[config.mk]
export PLATFORM = sky130hd
export DESIGN_NAME = branch_predictor_flat
export DESIGN_NICKNAME = d
export VERILOG_FILES = /design/src/rtl/branch_predictor_if.sv /design/src/rtl/branch_predictor.sv /design/src/flat_wrapper.sv
export SDC_FILE = /design/constraint.sdc
export NUM_CORES = 2
export LEC_CHECK = 0
export ABC_AREA = 1
export BUFFER_PORTS_ARGS = -buffer_cell sky130_fd_sc_hd__buf_2
export CAP_MARGIN = 5
export CORE_MARGIN = 2
export CORE_UTILIZATION = 53
export DETAILED_ROUTE_END_ITERATION = 12
export PLACE_DENSITY = 0.77
export SLEW_MARGIN = 5
export SYNTH_ARGS = -nofsm -noshare
export SYNTH_HDL_FRONTEND = slang
export SYNTH_SLANG_ARGS = --single-unit
[constraint.sdc]
create_clock -name clk -period 4.7 [get_ports clk]
set_clock_uncertainty 0.05 [all_clocks]
set_input_delay 0.235 -clock clk [delete_from_list [all_inputs] [get_ports clk]]
set_output_delay 0.235 -clock clk [all_outputs]
set_load 0.005 [all_outputs]
[src/rtl/branch_predictor_if.sv]
// Fetch-side prediction and execute-side resolution signals shared between
// the pipeline (master) and the branch predictor (slave).
interface branch_predictor_if;
  logic [31:0] IF_PC;
  logic        PredTaken;
  logic [31:0] PredTarget;
  logic        PredHit;
  logic        EX_Valid;
  logic [31:0] EX_PC;
  logic        EX_Taken;
  logic [31:0] EX_Target;
  logic        EX_PredTaken;
  logic        Mispredict;
  logic [15:0] MispredCnt;

  modport master (
    output IF_PC, EX_Valid, EX_PC, EX_Taken, EX_Target, EX_PredTaken,
    input  PredTaken, PredTarget, PredHit, Mispredict, MispredCnt
  );

  modport slave (
    input  IF_PC, EX_Valid, EX_PC, EX_Taken, EX_Target, EX_PredTaken,
    output PredTaken, PredTarget, PredHit, Mispredict, MispredCnt
  );
endinterface

[src/rtl/branch_predictor.sv]
// Direct-mapped branch predictor: tagged target table with 2-bit saturating
// direction counters, zero-latency lookup and a saturating mispredict counter.
module branch_predictor #(
  parameter int ENTRIES = 16,
  parameter int IDXW    = 4
) (
  input logic               clk,
  input logic               reset,
  branch_predictor_if.slave bp
);
  localparam int TAGW = 32 - IDXW - 2;

  logic            valid_q  [ENTRIES];
  logic [TAGW-1:0] tag_q    [ENTRIES];
  logic [31:0]     target_q [ENTRIES];
  logic [1:0]      ctr_q    [ENTRIES];
  logic [15:0]     mispred_cnt_q;

  logic [IDXW-1:0] if_idx;
  logic [TAGW-1:0] if_tag;
  logic            if_hit;
  logic [IDXW-1:0] ex_idx;
  logic [TAGW-1:0] ex_tag;
  logic            ex_hit;
  logic            mispredict;
  logic            unused_pc_lsbs;

  assign if_idx = bp.IF_PC[IDXW+1:2];
  assign if_tag = bp.IF_PC[31:IDXW+2];
  assign ex_idx = bp.EX_PC[IDXW+1:2];
  assign ex_tag = bp.EX_PC[31:IDXW+2];
  assign unused_pc_lsbs = ^{bp.IF_PC[1:0], bp.EX_PC[1:0]};

  // Lookup reads the registered table only, so a same-cycle update is not seen.
  assign if_hit = valid_q[if_idx] && (tag_q[if_idx] == if_tag);
  assign ex_hit = valid_q[ex_idx] && (tag_q[ex_idx] == ex_tag);

  assign bp.PredHit    = if_hit;
  assign bp.PredTaken  = if_hit && ctr_q[if_idx][1];
  assign bp.PredTarget = (if_hit && ctr_q[if_idx][1]) ? target_q[if_idx]
                                                      : bp.IF_PC + 32'd4;

  assign mispredict    = bp.EX_Valid && (bp.EX_PredTaken != bp.EX_Taken);
  assign bp.Mispredict = mispredict;
  assign bp.MispredCnt = mispred_cnt_q;

  always_ff @(posedge clk) begin
    if (!reset) begin
      for (int i = 0; i < ENTRIES; i++) begin
        valid_q[i]  <= 1'b0;
        tag_q[i]    <= '0;
        target_q[i] <= '0;
        ctr_q[i]    <= 2'b01;
      end
      mispred_cnt_q <= '0;
    end else begin
      if (mispredict && (mispred_cnt_q != 16'hFFFF))
        mispred_cnt_q <= mispred_cnt_q + 16'd1;

      if (bp.EX_Valid) begin
        if (ex_hit) begin
          if (bp.EX_Taken) begin
            if (ctr_q[ex_idx] != 2'b11)
              ctr_q[ex_idx] <= ctr_q[ex_idx] + 2'd1;
            target_q[ex_idx] <= bp.EX_Target;
          end else if (ctr_q[ex_idx] != 2'b00) begin
            ctr_q[ex_idx] <= ctr_q[ex_idx] - 2'd1;
          end
        end else if (bp.EX_Taken) begin
          // Taken miss evicts whatever aliased into this slot.
          valid_q[ex_idx]  <= 1'b1;
          tag_q[ex_idx]    <= ex_tag;
          target_q[ex_idx] <= bp.EX_Target;
          ctr_q[ex_idx]    <= 2'b10;
        end
      end
    end
  end
endmodule

[src/flat_wrapper.sv]
// flat-port wrapper written by rule: the top's interface ports become plain ports
module branch_predictor_flat 
#(
  parameter int ENTRIES = 16,
  parameter int IDXW    = 4
)
  (clk, reset, bp_IF_PC, bp_EX_Valid, bp_EX_PC, bp_EX_Taken, bp_EX_Target, bp_EX_PredTaken, bp_PredTaken, bp_PredTarget, bp_PredHit, bp_Mispredict, bp_MispredCnt);
  branch_predictor_if bp_i ();
  input logic clk;
  input logic reset;
  input wire logic [$bits(bp_i.IF_PC)-1:0] bp_IF_PC;
  input wire logic [$bits(bp_i.EX_Valid)-1:0] bp_EX_Valid;
  input wire logic [$bits(bp_i.EX_PC)-1:0] bp_EX_PC;
  input wire logic [$bits(bp_i.EX_Taken)-1:0] bp_EX_Taken;
  input wire logic [$bits(bp_i.EX_Target)-1:0] bp_EX_Target;
  input wire logic [$bits(bp_i.EX_PredTaken)-1:0] bp_EX_PredTaken;
  output wire logic [$bits(bp_i.PredTaken)-1:0] bp_PredTaken;
  output wire logic [$bits(bp_i.PredTarget)-1:0] bp_PredTarget;
  output wire logic [$bits(bp_i.PredHit)-1:0] bp_PredHit;
  output wire logic [$bits(bp_i.Mispredict)-1:0] bp_Mispredict;
  output wire logic [$bits(bp_i.MispredCnt)-1:0] bp_MispredCnt;
  assign bp_i.IF_PC = bp_IF_PC;
  assign bp_i.EX_Valid = bp_EX_Valid;
  assign bp_i.EX_PC = bp_EX_PC;
  assign bp_i.EX_Taken = bp_EX_Taken;
  assign bp_i.EX_Target = bp_EX_Target;
  assign bp_i.EX_PredTaken = bp_EX_PredTaken;
  assign bp_PredTaken = bp_i.PredTaken;
  assign bp_PredTarget = bp_i.PredTarget;
  assign bp_PredHit = bp_i.PredHit;
  assign bp_Mispredict = bp_i.Mispredict;
  assign bp_MispredCnt = bp_i.MispredCnt;
  branch_predictor #(.ENTRIES(ENTRIES), .IDXW(IDXW)) u_core (.clk(clk), .reset(reset), .bp(bp_i));
endmodule
==> flow_summary.toml <==
[clock_tree]
clk_pin_slew_ns = 0.07
h-tree-depth = 3
cts_root_buf = "clkbuf_16"
numCtsBuffers = 99
clock_path_buffers = 3
clock_latency_ns = 0.70
postCtsSetupBuffers = 0
clkSinkCount = 992
cts_tree = "yes"
cts_hold_buffers = 0
cts_resized = 0

[global_routing]
antenna_found_initial = 7
grt_pass1_vias = 41300
gr-total-overflow = 0
grt_pass1_wl_um = 245000
grt_max_degree = 258
grt_usage = 0.330

[timing]
min_period_ns = 4.56
setup_ws_ns = 0.143
worst_pin_slew_ns = 1.26
setup_violations = 0
clock.fmax_mhz = 219
finalHoldViolations = 0
timing.hold.ws_ns = 0.0419
slew_violations = 0
max_slew_margin = 0.155
tns_ns = 0
rsz0062_at_grt = "false"
fin_crit_sh = 0.970

[worst_setup_path]
required_ns = 4.41
cp-end-kind = "output pin"
path_class = "in -> out"
r2r_setup_slack_ns = 1.13
worstSetupStartpointType = "input pin"
critPathMaxFanout = 109
cp.arrival_ns = 4.27

[power_and_ir_drop]
p_leak_nw = 22.2
p_total_w = 0.0203
max-vdd-ir-drop_mv = 0.356
p_per_area_nw_per_um2 = 365

[route]
routedWlPerCell_um = 23.2
viasPerCell = 6.19
dr.pass1.iters = 9
antenna_left = 0
drt_iter0_markers = 7398
via_count = 44400
drc_errors = 0
routed_wl_um = 166000

[yosys]
ys_seq_area_frac = 0.580
synth_edf_count = 960
synth_ff_type = "edfxtp_1"
synth_cell_types = 45
netlist_instances = 5866
avgSynthCellArea_um2 = 8.66
synthArstFlopShare = 0
syn_nets = 5969
ys_ff_latch = 992
synth_area_um2 = 50800
yosys_warnings = 0

[floorplan]
die_h_um = 314
core_area_um2 = 95000
start_util = 0.535
rows = 113
die_w_um = 314
die-area_um2 = 98300
num_io_pins = 152

[hold_path]
hold_class = "in -> reg"

[finish]
drive_gt1_frac = 0.0865
layout_commonest_cell = "nor2_1"
fin_nets = 5931
syn2layout_area_growth_pct = 9.43
final_cell_mix = "nor2_1, nand2_1, edfxtp_1"
fin_util = 0.585

[job]
cap_violations = 0

[run_status]
status = "finished, final reports clean"

[placement]
place.gp.congestion = 0.990
hpwl_um = 99300
io_buffers = 149
dp_slack_ns = 0.539
-- cell families (layout without fill, tap and decap cells) --
| logic type | Yosys count | in the layout | synth area share |
|---|---|---|---|
| AOI/OAI and AO/OA | 1070 | 1070 | 0.115 |
| xor gates and xnor gates | 29 | 29 | 0.00500 |
| adders and majority gates | 2 | 2 | 0.000493 |
| buffers and inverters | 760 | 804 | 0.0642 |
| DFF | 992 | 992 | 0.580 |
| other | 0 | 1 | 0 |
| and+or+nand+nor | 3013 | 3013 | 0.235 |
-- critical path, stage by stage --
cell and delay [ns]:
buf_8 0.16, inv_8 0.43, buf_4 0.33, a21oi_1 0.08, o21ai_0 0.12, nand2_1 0.09, nand2_1 0.08, nand2_1 0.07
inv_1 0.20, nand2_1 0.13, nand2_1 0.22, nand2_1 0.08, nor2_1 0.11, nand3_1 0.08, nor2_1 0.36, nand2_1 0.10
nor2_1 0.51, nand3_1 0.38, nand2_1 0.21, buf_2 0.13
-- synthesized netlist by cell type (23+ instances only) --
| cell type | number | area [µm²] |
|---|---|---|
| nor2_1 | 1426 | 5350 |
| nand2_1 | 1288 | 4830 |
| edfxtp_1 | 960 | 28800 |
| o21ai_0 | 633 | 3170 |
| inv_1 | 295 | 1110 |
| clkbuf_1 | 257 | 965 |
| a21oi_1 | 201 | 1010 |
| nand3_1 | 200 | 1000 |
| buf_2 | 104 | 521 |
| o22ai_1 | 93 | 582 |
| o221ai_1 | 49 | 429 |
| o211ai_1 | 46 | 345 |
| dfxtp_1 | 32 | 641 |
| xor2_1 | 29 | 254 |
| nor3_1 | 28 | 140 |
| clkinv_1 | 27 | 101 |
| nand4_1 | 26 | 163 |
| o21ai_1 | 24 | 120 |
| buf_4 | 23 | 173 |
-- power breakdown --
part           internal [W]  switching [W]  total, W
logic              0.000592        0.00173   0.00232
registers            0.0101       0.000153    0.0103
clock network       0.00423        0.00347   0.00770
-- final timing paths --
path	startpoint	to	depth (start not counted)
hold reg to reg	u_core.valid_q[15]	u_core.valid_q[15]	2
hold / removal	bp_EX_Target[26]	u_core.target_q[0][26]	3
setup / recovery	bp_IF_PC[2]	bp_PredTarget[25]	20
setup reg to reg	u_core.tag_q[3][8]	u_core.ctr_q[3][0]	17
-- sequential cells by signal, indices dropped and copies added, names as in the netlist --
register              cells
u_core.target_q         512
u_core.ctr_q             32
u_core.bp.MispredCnt     16
u_core.tag_q            416
u_core.valid_q           16
-- cell type report --
cell class / instances / area, µm²
clock buffer: 127 / 2660
antenna: 1 / 2.50
inverter: 334 / 1270
multi-input combinational: 4114 / 18100
sequential: 992 / 29500
clock inverter: 56 / 442
fill: 7920 / 39400
tap: 1265 / 1580
timing repair buffer: 287 / 2020
-- through the flow --
stage	cell area [µm²]	std cells
finish	55600	7176
global route	55600	7175
CTS	55600	7175
detailed placement	52500	6992
global placement	52500	6992
floorplan	50800	5866
-- layer usage --
layer / vias to the layer above / track usage / routed length (µm)
met5: - / 0 / 63
li1: 19600 / - / -
met3: 580 / 0.0905 / 26100
met2: 3475 / 0.494 / 72500
met1: 20800 / 0.446 / 59300
met4: 10 / 0.161 / 8450
Power figures use the tool's default switching activity.
